==> src/rtl/seg7_pkg.sv <==
// seg7_pkg: shared active-low seven-segment glyph constants (bit6..bit0 = g..a)
package seg7_pkg;
    localparam logic [6:0] SEG_BLANK = 7'b1111111;
    localparam logic [6:0] SEG_0     = 7'b1000000;
    localparam logic [6:0] SEG_1     = 7'b1111001;
    localparam logic [6:0] SEG_2     = 7'b0100100;
    localparam logic [6:0] SEG_3     = 7'b0110000;
    localparam logic [6:0] SEG_4     = 7'b0011001;
    localparam logic [6:0] SEG_5     = 7'b0010010;
    localparam logic [6:0] SEG_6     = 7'b0000010;
    localparam logic [6:0] SEG_7     = 7'b1111000;
    localparam logic [6:0] SEG_8     = 7'b0000000;
    localparam logic [6:0] SEG_9     = 7'b0010000;
    localparam logic [6:0] SEG_A     = 7'b0001000;
    localparam logic [6:0] SEG_B     = 7'b0000011;
    localparam logic [6:0] SEG_C     = 7'b1000110;
    localparam logic [6:0] SEG_D     = 7'b0100001;
    localparam logic [6:0] SEG_E     = 7'b0000110;
    localparam logic [6:0] SEG_F     = 7'b0001110;
    localparam logic [15:0][6:0] SEG_GLYPHS = {
        SEG_F, SEG_E, SEG_D, SEG_C, SEG_B, SEG_A, SEG_9, SEG_8,
        SEG_7, SEG_6, SEG_5, SEG_4, SEG_3, SEG_2, SEG_1, SEG_0
    };
    // Nibbles above 9 show as hex letters only in hex mode, otherwise blank.
    function automatic logic [6:0] seg7_glyph(input logic [3:0] nib, input logic hex);
        return (!hex && nib > 4'd9) ? SEG_BLANK : SEG_GLYPHS[nib];
    endfunction
endpackage

==> src/rtl/seg7_hex_lut.sv <==
// seg7_hex_lut: combinational nibble to active-low glyph decoder
module seg7_hex_lut
    import seg7_pkg::*;
(
    input  logic [3:0] nib,
    input  logic       hex,
    output logic [6:0] seg
);
    assign seg = seg7_glyph(nib, hex);
endmodule

==> src/rtl/seg7_scan_driver.sv <==
// seg7_scan_driver: multiplexed seven-segment scanner with guard band and tear-free updates
module seg7_scan_driver
    import seg7_pkg::*;
#(
    parameter int NUM_DIGITS = 4,
    parameter int CLK_DIV    = 50000,
    parameter int GUARD      = 16
) (
    input  logic                    iCLK,
    input  logic                    iRST_N,
    input  logic [4*NUM_DIGITS-1:0] iDATA,
    input  logic                    iLOAD,
    input  logic [NUM_DIGITS-1:0]   iDP,
    input  logic                    iHEX,
    input  logic                    iLZB,
    output logic [6:0]              oSEG7,
    output logic                    oDP,
    output logic [NUM_DIGITS-1:0]   oDIG,
    output logic                    oFRAME
);
    localparam int PW = $clog2(CLK_DIV);
    localparam int IW = $clog2(NUM_DIGITS);
    localparam logic [PW-1:0] PRESC_LAST = PW'(CLK_DIV - 1);
    localparam logic [PW-1:0] GUARD_END  = PW'(GUARD);
    localparam logic [IW-1:0] IDX_LAST   = IW'(NUM_DIGITS - 1);

    logic [PW-1:0]           presc_q, presc_d;
    logic [IW-1:0]           idx_q, idx_d;
    logic [4*NUM_DIGITS-1:0] pend_data_q, pend_data_d, disp_data_q, disp_data_d;
    logic [NUM_DIGITS-1:0]   pend_dp_q, pend_dp_d, disp_dp_q, disp_dp_d;
    logic                    pend_hex_q, pend_hex_d, disp_hex_q, disp_hex_d;
    logic                    pend_lzb_q, pend_lzb_d, disp_lzb_q, disp_lzb_d;
    logic [6:0]              seg_q, seg_d;
    logic                    dp_q, dp_d;
    logic [NUM_DIGITS-1:0]   dig_q, dig_d;
    logic                    frame_q, frame_d;
    logic                    wrap, xfer, guard, blank, lead;
    logic [NUM_DIGITS-1:0]   lz_mask;
    logic [3:0]              cur_nib;
    logic [6:0]              glyph;

    seg7_hex_lut u_lut (
        .nib (cur_nib),
        .hex (disp_hex_q),
        .seg (glyph)
    );

    // Scan timing, pending/display handoff at frame wrap, and next output values.
    always_comb begin
        wrap        = presc_q == PRESC_LAST;
        xfer        = wrap && idx_q == IDX_LAST;
        presc_d     = wrap ? '0 : presc_q + PW'(1);
        idx_d       = wrap ? (idx_q == IDX_LAST ? '0 : idx_q + IW'(1)) : idx_q;
        pend_data_d = iLOAD ? iDATA : pend_data_q;
        pend_dp_d   = iLOAD ? iDP : pend_dp_q;
        pend_hex_d  = iLOAD ? iHEX : pend_hex_q;
        pend_lzb_d  = iLOAD ? iLZB : pend_lzb_q;
        disp_data_d = xfer ? pend_data_d : disp_data_q;
        disp_dp_d   = xfer ? pend_dp_d : disp_dp_q;
        disp_hex_d  = xfer ? pend_hex_d : disp_hex_q;
        disp_lzb_d  = xfer ? pend_lzb_d : disp_lzb_q;
        lead        = 1'b1;
        lz_mask     = '0;
        for (int k = NUM_DIGITS - 1; k > 0; k--) begin
            lead       = lead && disp_data_q[4*k +: 4] == 4'd0 && !disp_dp_q[k];
            lz_mask[k] = lead;
        end
        cur_nib = disp_data_q[{idx_q, 2'b00} +: 4];
        guard   = presc_q < GUARD_END;
        blank   = disp_lzb_q && lz_mask[idx_q];
        seg_d   = (guard || blank) ? SEG_BLANK : glyph;
        dp_d    = guard || blank || !disp_dp_q[idx_q];
        dig_d   = guard ? '1 : ~(NUM_DIGITS'(1) << idx_q);
        frame_d = presc_q == '0 && idx_q == '0;
    end

    // State and registered outputs, cleared asynchronously on reset.
    always_ff @(posedge iCLK or negedge iRST_N) begin
        if (!iRST_N) begin
            presc_q     <= '0;
            idx_q       <= '0;
            pend_data_q <= '0;
            pend_dp_q   <= '0;
            pend_hex_q  <= 1'b0;
            pend_lzb_q  <= 1'b0;
            disp_data_q <= '0;
            disp_dp_q   <= '0;
            disp_hex_q  <= 1'b0;
            disp_lzb_q  <= 1'b0;
            seg_q       <= SEG_BLANK;
            dp_q        <= 1'b1;
            dig_q       <= '1;
            frame_q     <= 1'b0;
        end else begin
            presc_q     <= presc_d;
            idx_q       <= idx_d;
            pend_data_q <= pend_data_d;
            pend_dp_q   <= pend_dp_d;
            pend_hex_q  <= pend_hex_d;
            pend_lzb_q  <= pend_lzb_d;
            disp_data_q <= disp_data_d;
            disp_dp_q   <= disp_dp_d;
            disp_hex_q  <= disp_hex_d;
            disp_lzb_q  <= disp_lzb_d;
            seg_q       <= seg_d;
            dp_q        <= dp_d;
            dig_q       <= dig_d;
            frame_q     <= frame_d;
        end
    end

    assign oSEG7  = seg_q;
    assign oDP    = dp_q;
    assign oDIG   = dig_q;
    assign oFRAME = frame_q;
endmodule

==> config.mk <==
export PLATFORM = sky130hd
export DESIGN_NAME = seg7_scan_driver
export DESIGN_NICKNAME = d
export VERILOG_FILES = /design/src/rtl/seg7_pkg.sv /design/src/rtl/seg7_hex_lut.sv /design/src/rtl/seg7_scan_driver.sv
export SDC_FILE = /design/constraint.sdc
export NUM_CORES = 1
export LEC_CHECK = 0
export ABC_CLOCK_PERIOD_IN_PS = 2400
export BUFFER_PORTS_ARGS = -buffer_cell sky130_fd_sc_hd__buf_2
export CAP_MARGIN = 0
export CORE_UTILIZATION = 58
export DETAILED_ROUTE_END_ITERATION = 7
export GPL_TIMING_DRIVEN = 0
export HOLD_SLACK_MARGIN = 0.12
export PLACE_DENSITY = 0.86
export SYNTH_ARGS = -nofsm -noshare
export SYNTH_HDL_FRONTEND = slang
export SYNTH_SLANG_ARGS = --single-unit
==> constraint.sdc <==
create_clock -name iCLK -period 2.4 [get_ports iCLK]
set_input_delay 0 -clock iCLK [delete_from_list [all_inputs] [get_ports iCLK]]
set_output_delay 0 -clock iCLK [all_outputs]
set_load 0.05 [all_outputs]
==> metrics.txt <==
outcome complete, no violations; peak supply drop 0.466 mV; DIE HEIGHT 79.4 um; Power Density 626 nW/um^2; P_leak 1.97 nW; Starting DRT DRC Count 125; reg-to-reg endpoint oSEG7[3]$_DFF_PN1_; Hold Crit Depth 3; Routed met1 length 3050 um; Max FO, Critical Path 8; setup_tns 0 ns; vias in the first global route 2396; Post-DRT Antenna Nets 0; Layout fillers 348; Clock Latency Late Sink 0.35 ns; Placeable Area 5640 um^2; sequential fraction of the synthesis area 0.544; setup ws final 0.129 ns; fmax 440 MHz; pre-CTS setup slack 0.124 ns; post-cts repair resize count 0; max cap viols 0; Cells after Synth 269; FF+latch area 1890 um^2; nets@finish 380; fin crit share 0.946; IO Pins 38; area of placed instances 3760 um^2; CP arrival 2.56 ns; FF+latch count, synth 75; antenna violations before repair 0; starting density of the core 0.617; first-pass GRT wire length 11500 um; final setup fails 0; clk sinks 75; largest net degree at the start of global routing 76; synthesized area 3480 um^2; row cnt 27; WP data required 2.69 ns; share of cells above drive strength 1 0.356; CTS tree done; WL per Instance 16.5 um; clk slew on worst S/H paths 0.08 ns; clk root buf clkbuf_8; HPWL Detailed 4520 um; Die W 79.4 um; Multi-input gate area 1480 um^2; Worst Hold End disp_hex_q$_DFFE_PN0P_; H-Tree Depth 3; drt total wl 6930 um; RSZ-0062 raised after global routing no; final hold vios 0; Area growth syn-to-layout 21.0%; Hold/Removal Path Class in -> reg; DR pass1 iterations 4; uppermost layer routed met4; WS Path Type reg -> reg; post-synthesis async set-or-reset flop share 1.00; DR WL met2 3440 um; Worst Reg-to-Reg Cells 9; prevailing post-synth register cell dfrtp_1; crit path capture type flip-flop; die area 6310 um^2; vias per std cell 5.43; hold wc startpoint iLOAD; overall power 2.63 mW; worst slew pin tran 0.913 ns; Total Routing Usage GR 0.253; Worst setup SP type flip-flop; Met3 Routed Length 281 um; clock buffer depth 2; vias 2282; gr ovfl total 0; Post-synth EDFFs 0; Final Critical Period 2.27 ns; mean post-synth cell area 12.9 um^2; final instance area 4210 um^2; Slew Viols, Final 0; Slew headroom 0.391; Yosys warnings 0; TritonCTS Buffers 9; Reg2Reg Setup Slack 0.13 ns; final setup skew 0.0131 ns; number of inserted diodes 0; post-route DRC violation count 0; Distinct cells, synth 41; Syn Nets 306; placer congestion estimate 0.887; Buffers on Ports 37; reg2reg start idx_q[0]$_DFFE_PN0N_
[registers in the layout, summed over array words and instances, names as in the netlist]
register     flops
oSEG7            7
oFRAME           1
pend_data_q     16
oDIG             4
idx_q            2
disp_data_q     16
pend_hex_q       1
pend_lzb_q       1
disp_dp_q        4
presc_q         16
disp_hex_q       1
oDP              1
pend_dp_q        4
disp_lzb_q       1
[cell usage after synthesis, types with 2 or more instances]
cell type,number,share of area
a21oi_1,3,0.0043
and3_1,4,0.0072
buf_1,2,0.0022
buf_2,2,0.0029
buf_6,3,0.0097
clkbuf_1,2,0.0022
dfrtp_1,63,0.45
dfstp_2,12,0.091
ha_1,12,0.043
inv_1,13,0.014
mux2_2,25,0.081
mux2_4,20,0.086
mux2i_1,2,0.0058
mux4_2,5,0.032
nand2_1,23,0.025
nand3_1,11,0.016
nand4_1,2,0.0036
nor2_1,18,0.019
nor3_1,4,0.0058
nor4_1,4,0.0072
o211ai_1,2,0.0043
o21ai_0,7,0.010
xnor2_1,8,0.020
xor2_1,5,0.013
[critical path: stages, from the launching register on]
cell     delay [ns]
dfrtp_1        0.40
buf_6          0.17
mux4_2         0.56
inv_1          0.13
ha_1           0.22
inv_1          0.06
or2_1          0.27
o211a_1        0.14
a31o_1         0.18
nand3_1        0.08
[repair_timing]
action                     in CTS  in global routing
hold buffers                   25                  0
hold endpoints to repair      107                  0
buffers inserted                0                  1
setup endpoints to repair       0                  1
[worst max-delay path by stage]
| stage | from | end | depth (start not counted) |
|---|---|---|---|
| 3_3_place_gp | idx_q[0]$_DFFE_PN0N_ | oSEG7[3]$_DFF_PN1_ | 9 |
| 2_1_floorplan | idx_q[0]$_DFFE_PN0N_ | oSEG7[3]$_DFF_PN1_ | 9 |
| 5_1_grt | idx_q[0]$_DFFE_PN0N_ | oSEG7[3]$_DFF_PN1_ | 9 |
| 6_report | idx_q[0]$_DFFE_PN0N_ | oSEG7[3]$_DFF_PN1_ | 9 |
| 3_5_place_dp | idx_q[0]$_DFFE_PN0N_ | oSEG7[3]$_DFF_PN1_ | 9 |
| 4_1_cts | idx_q[0]$_DFFE_PN0N_ | oSEG7[3]$_DFF_PN1_ | 9 |
[final cells by class]
class,instances,area share
flip-flops and latches,75,0.449
well taps,72,0.0214
clock buffers,11,0.0312
plain buffers,9,0.0140
clock inverters,5,0.0152
multi-input cells,172,0.351
inverters,13,0.0116
repair buffers,63,0.106
[cells in the final DEF (no fill, tap or decap), drive strengths merged, types with 3 or more instances in the layout]
cell,Yosys,layout
a21oi,3,3
and3,4,4
buf,7,45
clkbuf,2,13
clkinv,0,3
dfrtp,63,63
dfstp,12,12
dlygate4sd3,0,25
ha,12,12
inv,13,13
mux2,45,45
mux4,5,5
nand2,24,24
nand3,11,11
nor2,18,18
nor3,4,4
nor4,5,5
o21ai,7,7
xnor2,8,8
xor2,5,5
[power by group]
group	switching [mW]	internal [mW]
sequential	0.0298	1.34
clock	0.474	0.486
combinational	0.161	0.141
total	0.664	1.97
[cell families after synthesis]
family | share of synthesized area
mux | 0.205
flops | 0.544
simple gates | 0.103
fa+ha+maj | 0.0432
xor+xnor | 0.0327
buf+inv | 0.0309
compound gates | 0.0410
[metrics by stage]
stage | hold WS [ns] | instances | utilization
after detailed placement | 0.190 | 378 | 0.666
after global routing | 0.155 | 420 | 0.746
final | 0.154 | 420 | 0.746
after global placement | 0.250 | 378 | 0.665
after CTS | 0.121 | 419 | 0.745
after floorplan | -0.296 | 269 | -
[routing by layer]
metal | vias up | GRT usage
met5 | - | 0
li1 | 1087 | -
met1 | 1131 | 0.307
met3 | 14 | 0.0720
met4 | 0 | 0.120
met2 | 50 | 0.415
Power figures use the tool's default switching activity.
